$ cat src/rtl/uart_rx_fifo_if.sv
// Byte-stream and bus-side read handshake bundle for the UART receive FIFO.
interface uart_rx_fifo_if #(
  parameter int unsigned ADDR_W = 4
);
  logic              rx_end;
  logic [7:0]        rx_data;
  logic              rd_req;
  logic [7:0]        rd_data;
  logic              rd_valid;
  logic [ADDR_W:0]   count;
  logic              empty;
  logic              full;
  logic              overrun;
  logic              ovr_clr;
  logic              irq;

  modport master (
    output rx_end, rx_data, rd_req, ovr_clr,
    input  rd_data, rd_valid, count, empty, full, overrun, irq
  );

  modport slave (
    input  rx_end, rx_data, rd_req, ovr_clr,
    output rd_data, rd_valid, count, empty, full, overrun, irq
  );
endinterface

$ cat src/rtl/uart_rx_fifo.sv
// Circular receive FIFO between uart_rx and the bus read port, with occupancy,
// sticky overrun and threshold interrupt reporting.
module uart_rx_fifo #(
  parameter int unsigned DEPTH  = 16,
  parameter int unsigned ADDR_W = 4,
  parameter int unsigned THRESH = 8
) (
  input  logic           clk,
  input  logic           reset,
  uart_rx_fifo_if.slave  bus
);

  localparam int unsigned CNT_W = ADDR_W + 1;

  logic [7:0]        mem [DEPTH];
  logic [ADDR_W-1:0] wp;
  logic [ADDR_W-1:0] rp;
  logic [CNT_W-1:0]  count_q;
  logic [7:0]        rd_data_q;
  logic              rd_valid_q;
  logic              overrun_q;

  logic full_c;
  logic empty_c;
  logic wr_acc_c;
  logic rd_acc_c;
  logic drop_c;

  // Flags come straight from registered count so they never glitch.
  assign full_c   = (count_q == CNT_W'(DEPTH));
  assign empty_c  = (count_q == '0);
  // A full FIFO still takes a byte when a read frees a slot in the same cycle.
  assign wr_acc_c = bus.rx_end & (~full_c | bus.rd_req);
  assign rd_acc_c = bus.rd_req & ~empty_c;
  assign drop_c   = bus.rx_end & full_c & ~bus.rd_req;

  always_ff @(posedge clk or posedge reset) begin
    if (reset) begin
      wp         <= '0;
      rp         <= '0;
      count_q    <= '0;
      rd_data_q  <= 8'h00;
      rd_valid_q <= 1'b0;
      overrun_q  <= 1'b0;
    end else begin
      rd_valid_q <= rd_acc_c;
      if (wr_acc_c) begin
        wp <= wp + ADDR_W'(1);
      end
      if (rd_acc_c) begin
        rp        <= rp + ADDR_W'(1);
        rd_data_q <= mem[rp];
      end
      case ({wr_acc_c, rd_acc_c})
        2'b10:   count_q <= count_q + CNT_W'(1);
        2'b01:   count_q <= count_q - CNT_W'(1);
        default: count_q <= count_q;
      endcase
      // A new drop outranks a clear in the same cycle.
      if (drop_c) begin
        overrun_q <= 1'b1;
      end else if (bus.ovr_clr) begin
        overrun_q <= 1'b0;
      end
    end
  end

  // Storage is intentionally left unreset; pointers alone define validity.
  always_ff @(posedge clk) begin
    if (wr_acc_c) begin
      mem[wp] <= bus.rx_data;
    end
  end

  assign bus.rd_data  = rd_data_q;
  assign bus.rd_valid = rd_valid_q;
  assign bus.count    = count_q;
  assign bus.empty    = empty_c;
  assign bus.full     = full_c;
  assign bus.overrun  = overrun_q;
  assign bus.irq      = (count_q >= CNT_W'(THRESH)) | overrun_q;

endmodule

$ cat src/flat_wrapper.sv
// flat-port wrapper written by rule: the top's interface ports become plain ports
module uart_rx_fifo_flat 
#(
  parameter int unsigned DEPTH  = 16,
  parameter int unsigned ADDR_W = 4,
  parameter int unsigned THRESH = 8
)
  (clk, reset, bus_rx_end, bus_rx_data, bus_rd_req, bus_ovr_clr, bus_rd_data, bus_rd_valid, bus_count, bus_empty, bus_full, bus_overrun, bus_irq);
  uart_rx_fifo_if #(.ADDR_W(ADDR_W)) bus_i ();
  input  logic clk;
  input  logic reset;
  input wire logic [$bits(bus_i.rx_end)-1:0] bus_rx_end;
  input wire logic [$bits(bus_i.rx_data)-1:0] bus_rx_data;
  input wire logic [$bits(bus_i.rd_req)-1:0] bus_rd_req;
  input wire logic [$bits(bus_i.ovr_clr)-1:0] bus_ovr_clr;
  output wire logic [$bits(bus_i.rd_data)-1:0] bus_rd_data;
  output wire logic [$bits(bus_i.rd_valid)-1:0] bus_rd_valid;
  output wire logic [$bits(bus_i.count)-1:0] bus_count;
  output wire logic [$bits(bus_i.empty)-1:0] bus_empty;
  output wire logic [$bits(bus_i.full)-1:0] bus_full;
  output wire logic [$bits(bus_i.overrun)-1:0] bus_overrun;
  output wire logic [$bits(bus_i.irq)-1:0] bus_irq;
  assign bus_i.rx_end = bus_rx_end;
  assign bus_i.rx_data = bus_rx_data;
  assign bus_i.rd_req = bus_rd_req;
  assign bus_i.ovr_clr = bus_ovr_clr;
  assign bus_rd_data = bus_i.rd_data;
  assign bus_rd_valid = bus_i.rd_valid;
  assign bus_count = bus_i.count;
  assign bus_empty = bus_i.empty;
  assign bus_full = bus_i.full;
  assign bus_overrun = bus_i.overrun;
  assign bus_irq = bus_i.irq;
  uart_rx_fifo #(.DEPTH(DEPTH), .ADDR_W(ADDR_W), .THRESH(THRESH)) u_core (.clk(clk), .reset(reset), .bus(bus_i));
endmodule
$ cat config.mk
export PLATFORM = sky130hd
export DESIGN_NAME = uart_rx_fifo_flat
export DESIGN_NICKNAME = d
export VERILOG_FILES = /design/src/rtl/uart_rx_fifo_if.sv /design/src/rtl/uart_rx_fifo.sv /design/src/flat_wrapper.sv
export SDC_FILE = /design/constraint.sdc
export NUM_CORES = 1
export LEC_CHECK = 0
export ABC_AREA = 1
export BUFFER_PORTS_ARGS = -buffer_cell sky130_fd_sc_hd__buf_4
export CORE_UTILIZATION = 55
export CTS_CLUSTER_SIZE = 24
export DETAILED_ROUTE_END_ITERATION = 8
export PLACE_DENSITY = 0.81
export REMOVE_ABC_BUFFERS = 1
export SLEW_MARGIN = 40
export SYNTH_ARGS = -nofsm -noshare
export SYNTH_HDL_FRONTEND = slang
export SYNTH_SLANG_ARGS = --single-unit
$ cat constraint.sdc
create_clock -name clk -period 2.24 [get_ports clk]
set_clock_uncertainty 0.15 [all_clocks]
set_input_delay 0 -clock clk [delete_from_list [all_inputs] [get_ports clk]]
set_output_delay 0 -clock clk [all_outputs]
set_load 0.02 [all_outputs]
# [Yosys cells after proc, flatten, opt, wreduce, memory -nomap -nowiden]
# Memory sizes are Yosys's and may differ from the RTL's. A register that Yosys moved wholly into a read port is not among the register bits.
# Cells that the tools add are included.
[totals] regBits=15 latchBits=0 ramBits=128 mem_bits_ro=0 inputBits=13 output_inout_bits=18 elab_cells=31 n_memories=1
[mem_list] name="u_core.mem" words=16 word_bits=8 rd=1 rd_ports_with_merged_regs=1 wr=1 line="uart_rx_fifo.sv:15" text="logic [7:0] mem [DEPTH];"
[classes] add_sub_neg=4 multipliers=0 div_mod_pow=0 magnitude_cmp=1 eq_ne=3 shift=0 n_mux=5 bitwise=9 n_reduce_logical=3
[op_table] cell="5-bit case mux with 2 select lines" count=1
[op_table] cell="4-bit by 1-bit adder with 4-bit output, second input constant" count=2
[op_table] cell="5-bit by 1-bit adder with 5-bit output, second input constant" count=1
[op_table] cell="5-bit == test, second input constant" count=1
[op_table] cell="5-bit by 4-bit >= comparator with 1-bit output, second input constant" count=1
[op_table] cell="5-bit zero test" count=1
[op_table] cell="5-bit by 1-bit subtractor with 5-bit output, second input constant" count=1
[op_table] cell="1-bit bitwise AND" count=4
[op_table] cell="1-bit 2-to-1 mux" count=4
[op_table] cell="2-bit nonzero test" count=2
[op_table] cell="1-bit inverter" count=3
[op_table] cell="2-bit by 1-bit == test with 1-bit output, second input constant" count=1
[op_table] cell="2-bit == test, second input constant" count=1
[op_table] cell="1-bit bitwise OR" count=2

# [Longest topological paths before layout]
# Gate-level depths: netlist of run 1.
[depth] ltp_word=6 depth_mapped=13 ltp_nobuf=13

# [Least setup slack after synthesis of run 1]
# No wires, ideal clock.
[synth_timing] path_kind="register -> register" start="register u_core.count_q[0] (netlist: u_core.bus.count[0])" end="register u_core.count_q[4] (netlist: u_core.bus.count[4])" setup_time_ns=0.083 arrival_ns=2.335 required_time_ns=2.007 setup_slack_ns=-0.328 stages_incl_launch_ff=14 path_buffers=1 period_less_slack_ns=2.568 path_cell_list="dfrtp_1 > nor2_2 > nand4_1 > nand2_2 > inv_1 > buf_6 > ha_1 > fa_1 > nand2_1 > nand2_1 > a21oi_1 > xor2_1 > nand2_1 > o21ai_0"
[synth_between] word_cells_on_any_way=13 classes_between="2 x add/sub; 3 x eq/ne; 1 x mux; 5 x bitwise; 2 x reduce/logical"
[synth_rtl] element="from (decl)" line="uart_rx_fifo.sv:18" text="logic [CNT_W-1:0] count_q;"
[synth_rtl] element="from (signal assigned)" line="uart_rx_fifo.sv:55" text="2'b10: count_q <= count_q + CNT_W'(1);"
[synth_rtl] element="from (signal assigned)" line="uart_rx_fifo.sv:56" text="2'b01: count_q <= count_q - CNT_W'(1);"
[synth_rtl] element="from (signal assigned)" line="uart_rx_fifo.sv:57" text="default: count_q <= count_q;"
[synth_rtl] element="5-bit zero test *" line="uart_rx_fifo.sv:31" text="assign empty_c = (count_q == '0);"
[synth_rtl] element="1-bit inverter *" line="uart_rx_fifo.sv:34" text="assign rd_acc_c = bus.rd_req & ~empty_c;"
[synth_rtl] element="1-bit bitwise AND *" line="uart_rx_fifo.sv:34"
[synth_rtl] element="net u_core.rd_acc_c" line="uart_rx_fifo.sv:26" text="logic rd_acc_c;"
[synth_rtl] element="2-bit by 1-bit == test with 1-bit output or 2-bit == test (tied branches)" line="uart_rx_fifo.sv:54" text="case ({wr_acc_c, rd_acc_c})"
[synth_rtl] element="5-bit case mux with 2 select lines or 2-bit nonzero test (tied branches)"
# Mark *: on every way through the listed nets, which the timed path passes. The rest lies on a longest branch.
# A chain may end at the register's enable or synchronous reset.

# [Worst setup path after layout of run 1]
[layout_timing] start="register u_core.count_q[0] (netlist: u_core.bus.count[0])" end="register u_core.count_q[4] (netlist: u_core.bus.count[4])"
[layout_between] elab_chain_cells=6 word_cells_on_any_way=13 classes_between="2 x add/sub; 3 x eq/ne; 1 x mux; 5 x bitwise; 2 x reduce/logical"
[layout_rtl] element="5-bit == test" line="uart_rx_fifo.sv:30" text="assign full_c = (count_q == CNT_W'(DEPTH));"
[layout_rtl] element="1-bit inverter" line="uart_rx_fifo.sv:33" text="assign wr_acc_c = bus.rx_end & (~full_c | bus.rd_req);"
[layout_rtl] element="1-bit bitwise OR" line="uart_rx_fifo.sv:33"
[layout_rtl] element="1-bit bitwise AND" line="uart_rx_fifo.sv:33"
[layout_rtl] element="2-bit by 1-bit == test with 1-bit output or 2-bit == test (tied branches)" line="uart_rx_fifo.sv:54"
[layout_rtl] element="5-bit case mux with 2 select lines or 2-bit nonzero test (tied branches)"
# Parallel ways exist; a longest one is shown, timed or not.

==> summary.md, run 1 <==
| Metric | Value |
|---|---|
| Fin crit share | `101.5%` |
| Buffers on Ports | `30` |
| RSZ-0062 raised after global routing | `true` |
| Most frequent cells in the layout | `216 x nand2_1, 128 x edfxtp_1, 109 x inv_1` |
| CP most frequent cell | `nand2_2` |
| Mapped Cells | `665` |
| Reg power frac | `34.6%` |
| Max_cap viols | `0` |
| Post-DP HPWL | `9298 microns` |
| Final hold vios | `0` |
| Critical path peak fanout | `4` |
| Layout area overhead | `21.20%` |
| GR Util All Layers | `26.85%` |
| Die W | `112.5 microns` |
| Setup ws final | `-0.03352 ns` |
| Avg WL per Cell | `17.44 microns` |
| Largest net degree at the start of global routing | `67` |
| Endpoints failing setup | `2` |
| Syn_area_per_cell | `10.10 sq um` |
| Worst Tran Pin Value | `0.7051 ns` |
| Peak VDD IR | `0.7823 mV` |
| Total Neg Setup Slack | `-0.03509 ns` |
| CTS root buf | `clkbuf_16` |
| Most common cell after layout, fill and taps aside | `nand2_1` |
| Vias in the first global route | `4750` |
| CP max-delay cell | `dfrtp_1` |
| Final #Nets | `768` |
| Post-synthesis cell type count | `26` |
| Static leakage | `3.687 nW` |
| Area of the multi-input gates | `1755 sq um` |
| Critical Path Sink Type | `flip-flop` |
| CP Launch Type | `flip-flop` |
| Gate power share | `36.9%` |
| Critical path class | `flip-flop to flip-flop` |
| Antenna Nets Post-Route | `0` |
| # DRC | `0` |
| I/O Pins | `31` |
| Sequential share of the synthesized area | `65.81%` |
| R2r setup slk | `-0.03 ns` |
| Net Sw Frac | `35.85%` |
| CTS buffer count | `17` |
| Final Non-Filler Cells | `901` |
| Die Y | `112.5 microns` |
| Slew Limit Fails | `0` |
| Setup slack at placement | `-0.1154 ns` |
| Filler cell count | `786` |
| Status | `finished with violations` |
| Die area | `12660 sq um` |
| Violation count after the first detailed-route iteration | `536` |
| Clock transition at path regs | `0.06 ns` |
| CTS tree | `yes` |
| Layout cell share with drive strength beyond 1 | `15.83%` |
| FP Rows | `39` |
| Switch Pwr | `3.800 mW` |
| Fmax | `439.8 MHz` |
| Worst r2r path cells | `12` |
| Internal cell power | `6.802 mW` |
| Ys Warns | `0` |
| Initial antenna violation count | `0` |
| Clock power share | `28.5%` |
| Power per cell area | `1303 nW/um^2` |
| Antenna Cells | `0` |
| Clk sinks | `151` |
| First-pass GRT wire length | `24560 microns` |
| Hold crit path type | `input pin to async pin` |
| CP Cell Sequence | `nor2_2 -> nand4_1 -> nand2_2 -> inv_2 -> ha_4 -> fa_2 -> nand2_2 -> nand2_2 -> a21oi_2 -> xor2_1 -> nand2_1 -> o21ai_1` |
| Placed insts | `847` |
| Drt first pass iters | `5` |
| Final wirelength | `15720 microns` |
| Violated checks | `setup timing` |
| Data arrival, critical path | `2.49 ns` |
| Remaining global-route overflow | `0` |
| Tmin final | `2.274 ns` |
| Routability cong. | `0.8497` |
| Sequential cell area | `4420 sq um` |
| Clk_lat worst skew | `0.43 ns` |
| Avg Vias per Cell | `5.421` |
| Area of the mapped netlist | `6715 sq um` |
| Worst rel slew slack | `52.99%` |
| Vias | `4884` |
| Req. time, crit path | `2.46 ns` |
| CTS H-Tree Depth | `4` |
| Core Area | `11660 sq um` |
| Max Buffers Root-to-Sink | `2` |
| Util after Layout | `69.79%` |
| Initial core utilization | `57.58%` |
| Register bit total from synthesis | `151` |
| Crit-path max cell delay | `0.40 ns` |
==> cells by family (layout without fill, tap and decap cells) <==
family	count (synthesis)	count (layout)	synth area share, %
simple gates	344	344	21.45
flops	151	151	65.81
buf+inv	142	235	8.850
fa+ha+maj	10	10	1.975
compound gates	10	10	0.8758
xor+xnor	8	8	1.043
==> layer usage <==
| metal | track usage [%] | wire, microns | share of wire [%] | vias to the layer above |
|---|---|---|---|---|
| li1 | - | - | - | 2287 |
| met1 | 34.22 | 6165 | 39 | 2290 |
| met2 | 42.28 | 7652 | 49 | 253 |
| met3 | 6.317 | 1278 | 8.1 | 54 |
| met4 | 16.09 | 620 | 3.9 | 0 |
| met5 | 0 | 0 | 0 | - |
==> final cells by class <==
type | instances | area share (%)
flip-flops and latches | 151 | 54.31
multi-input cells | 372 | 21.57
repair buffers | 87 | 8.962
clock buffers | 21 | 5.411
inverters | 116 | 5.350
clock inverters | 11 | 2.198
well taps | 143 | 2.198
==> flip-flops by register name, indices dropped and copies added, names as in the netlist <==
register	cells
u_core.bus.count	5
u_core.bus.overrun	1
u_core.bus.rd_data	8
u_core.bus.rd_valid	1
u_core.mem	128
u_core.rp	4
u_core.wp	4
==> cell usage after synthesis <==
cell type / n / share of area (%)
buf_1: 1 / 0.056
fa_1: 1 / 0.30
o21ai_1: 2 / 0.15
inv_2: 2 / 0.11
dfrtp_1: 23 / 8.6
nand4_1: 1 / 0.093
o21ai_0: 3 / 0.22
edfxtp_1: 128 / 57
clkinv_1: 2 / 0.11
nor2_1: 17 / 0.95
nor2_2: 2 / 0.19
ha_1: 9 / 1.7
o21ai_2: 1 / 0.13
inv_1: 112 / 6.3
nand2_4: 1 / 0.17
buf_4: 7 / 0.78
a21oi_1: 2 / 0.15
buf_2: 16 / 1.2
buf_6: 2 / 0.34
a2bb2oi_1: 1 / 0.13
nand2_2: 2 / 0.19
o22ai_1: 1 / 0.093
xnor2_1: 2 / 0.26
xor2_1: 6 / 0.78
nand2_1: 218 / 12
nand3_1: 103 / 7.7
==> worst paths after layout <==
kind	start	to
hold reg to reg	u_core.bus.rd_data[2]	u_core.bus.rd_data[2]
min in group clk	bus_rx_data[5]	u_core.mem[14][5]
max in group asynchronous	reset	u_core.rp[0]
hold / removal	reset	u_core.wp[1]
setup / recovery	u_core.bus.count[0]	u_core.bus.count[4]
setup reg to reg	u_core.bus.count[0]	u_core.bus.count[4]
==> critical path, delay by kind of cell (launching register included) <==
family                   cells  cell delay [ns]
flip-flops                   1             0.40
AND/OR/NAND/NOR              6             0.69
adder cells (fa/ha/maj)      2             0.54
buffers and inverters        1             0.06
AO/OA/AOI/OAI                2             0.20
XOR/XNOR                     1             0.16
==> what timing repair did <==
| action | 4_1_cts | 5_1_grt |
|---|---|---|
| cloned | 0 | 0 |
| gates resized for setup | 6 | 7 |
| hold buffers | 14 | 0 |
| pin swaps | 1 | 5 |
| buffers inserted | 7 | 3 |
| hold endpoints to repair | 169 | 0 |
| endpoints found under the setup margin | 1 | 2 |
==> through the flow <==
stage | hold slack (ns) | total power [mW] | area [sq um]
after floorplan | -0.1481 | 5.886 | 6556
after global placement | 0.04366 | 7.172 | 7262
after detailed placement | -0.08273 | 7.330 | 7262
after CTS | 0.01657 | 10.45 | 8088
after global routing | 0.05436 | 11.10 | 8139
final | 0.004870 | 10.60 | 8139
==> power groups by stage <==
stage               Sequential [mW]  Combinational, mW  Clock [mW]
finish                         3.67               3.91        3.02
CTS                            3.66               3.76        3.03
detailed placement             3.70               3.63           0
global route                   3.70               4.27        3.13
global placement               3.68               3.49           0
floorplan                      4.04               1.84           0
No activity file was read; power rests on OpenSTA's default activity.
==> inputs of run 2 (changes only) <==
Settings changed: RECOVER_POWER set to 100.
==> summary.md, run 2 (synthesis results as in run 1) <==
| Metric | Value |
|---|---|
| Violated checks | `setup timing` |
| Area of the multi-input gates | `1755 sq um` |
| Routability cong. | `0.8497` |
| Clk_lat worst skew | `0.42 ns` |
| Tmin final | `2.273 ns` |
| Hold crit path type | `input pin to async pin` |
| Largest net degree at the start of global routing | `67` |
| First-pass GRT wire length | `24560 microns` |
| Final wirelength | `15690 microns` |
| Final hold vios | `0` |
| Core Area | `11660 sq um` |
| CTS tree | `yes` |
| Clock power share | `28.6%` |
| Status | `finished with violations` |
| Fmax | `439.9 MHz` |
| Layout cell share with drive strength beyond 1 | `13.06%` |
| Antenna Nets Post-Route | `0` |
| Die area | `12660 sq um` |
| Worst rel slew slack | `40.12%` |
| Reg power frac | `35.0%` |
| Switch Pwr | `3.780 mW` |
| GR Util All Layers | `26.85%` |
| Crit-path max cell delay | `0.40 ns` |
| Buffers on Ports | `30` |
| Most frequent cells in the layout | `216 x nand2_1, 128 x edfxtp_1, 110 x inv_1` |
| Critical Path Sink Type | `flip-flop` |
| CTS H-Tree Depth | `4` |
| Max Buffers Root-to-Sink | `2` |
| Sequential cell area | `4420 sq um` |
| Final Non-Filler Cells | `901` |
| CP max-delay cell | `dfrtp_1` |
| Final #Nets | `768` |
| Static leakage | `3.613 nW` |
| Setup slack at placement | `-0.1154 ns` |
| Util after Layout | `69.14%` |
| Gate power share | `36.4%` |
| Req. time, crit path | `2.45 ns` |
| Worst path bufs/invs | `1` |
| Initial antenna violation count | `0` |
| FP Rows | `39` |
| Placed cell area | `7262 sq um` |
| Vias in the first global route | `4750` |
| Antenna Cells | `0` |
| I/O Pins | `31` |
| Filler cell count | `812` |
| Slew Limit Fails | `0` |
| Top reg by flops | `u_core.mem` |
| Endpoints failing setup | `1` |
| CP Launch Type | `flip-flop` |
| Vias | `4915` |
| Internal cell power | `6.721 mW` |
| Die Y | `112.5 microns` |
| Peak VDD IR | `0.7758 mV` |
| Family with the most delay on the worst path | `simple AND/OR/NAND/NOR gates` |
| Clock transition at path regs | `0.06 ns` |
| Fin crit share | `101.5%` |
| Net Sw Frac | `36.00%` |
| Max FFs per register | `128` |
| Critical path peak fanout | `4` |
| Critical path class | `flip-flop to flip-flop` |
| Die W | `112.5 microns` |
| CTS buffer count | `17` |
| Placed insts | `847` |
| Avg WL per Cell | `17.41 microns` |
| Post-DP HPWL | `9298 microns` |
| CTS root buf | `clkbuf_16` |
| Max_cap viols | `0` |
| Clk sinks | `151` |
| Worst Tran Pin Value | `0.8972 ns` |
| Design area | `8064 sq um` |
| Remaining global-route overflow | `0` |
| Most common cell after layout, fill and taps aside | `nand2_1` |
| Initial core utilization | `57.58%` |
| Avg Vias per Cell | `5.455` |
| CP most frequent cell | `nand2_2` |
| Drt first pass iters | `5` |
| Violation count after the first detailed-route iteration | `540` |
| Total chip power | `10.50 mW` |
| RSZ-0062 raised after global routing | `true` |
| Setup ws final | `-0.03332 ns` |
| # DRC | `0` |
| Layout area overhead | `20.09%` |
| CP Cell Sequence | `nor2_2 -> nand4_1 -> nand2_2 -> inv_2 -> ha_4 -> fa_2 -> nand2_2 -> nand2_2 -> a21oi_2 -> xor2_1 -> nand2_1 -> o21ai_1` |
| Power per cell area | `1302 nW/um^2` |
| Data arrival, critical path | `2.48 ns` |
run 2: cell types whose count changed in the layout (fill, tap and decap cells not counted), sizes merged:
cell and change:
clkbuf +21, buf -21
run 2: worst paths after layout:
kind,start,to,slack [ns],cells after the start
worst max-delay path,u_core.bus.count[0],u_core.bus.count[4],-0.03,12
worst min register to register,u_core.bus.rd_data[2],u_core.bus.rd_data[2],0.34,2
worst max register to register,u_core.bus.count[0],u_core.bus.count[4],-0.03,12
worst min-delay path,reset,u_core.wp[1],0.18,3
max in group asynchronous,reset,u_core.rp[0],1.14,3
min in group clk,u_core.bus.rd_data[2],u_core.bus.rd_data[2],0.34,2
run 2: stage by stage:
stage               hold WS [ns]  setup TNS [ns]
floorplan                -0.1481          -4.991
global placement         0.04366               0
detailed placement      -0.08273         -0.1154
CTS                      0.01657               0
global route              0.2570         -0.1696
finish                    0.1776        -0.03332
run 2: cell type report:
cell class,instances,share of cell area (%)
Clock buffer,21,5.462
Sequential cell,151,54.82
Clock inverter,11,2.219
Tap cell,143,2.219
Timing Repair Buffer,87,8.115
Multi-Input combinational cell,372,21.77
Inverter,116,5.400
run 2: worst min-delay path, stage by stage:
cell and delay (ns):
dlygate4sd3_1 0.53, clkbuf_4 0.13, inv_1 0.64
run 2: power groups by stage:
stage / Clock, mW / Sequential [mW] / Combinational (mW)
2_1_floorplan: 0 / 4.04 / 1.84
3_3_place_gp: 0 / 3.68 / 3.49
3_5_place_dp: 0 / 3.70 / 3.63
4_1_cts: 3.03 / 3.66 / 3.76
5_1_grt: 3.13 / 3.70 / 4.19
6_report: 3.01 / 3.68 / 3.82
run 2: repair_timing:
item,4_1_cts,5_1_grt
gates resized for setup,6,7
endpoints found under the hold margin,169,0
endpoints found under the setup margin,1,2
pin swaps,1,5
hold buffers,14,0
buffers inserted,7,3
run 2: routing by layer:
layer	track usage [%]	wire [microns]	up-vias
met5	0	0	-
met4	16.09	556	0
met3	6.317	1391	52
met2	42.28	7618	277
met1	34.22	6122	2295
li1	-	-	2291
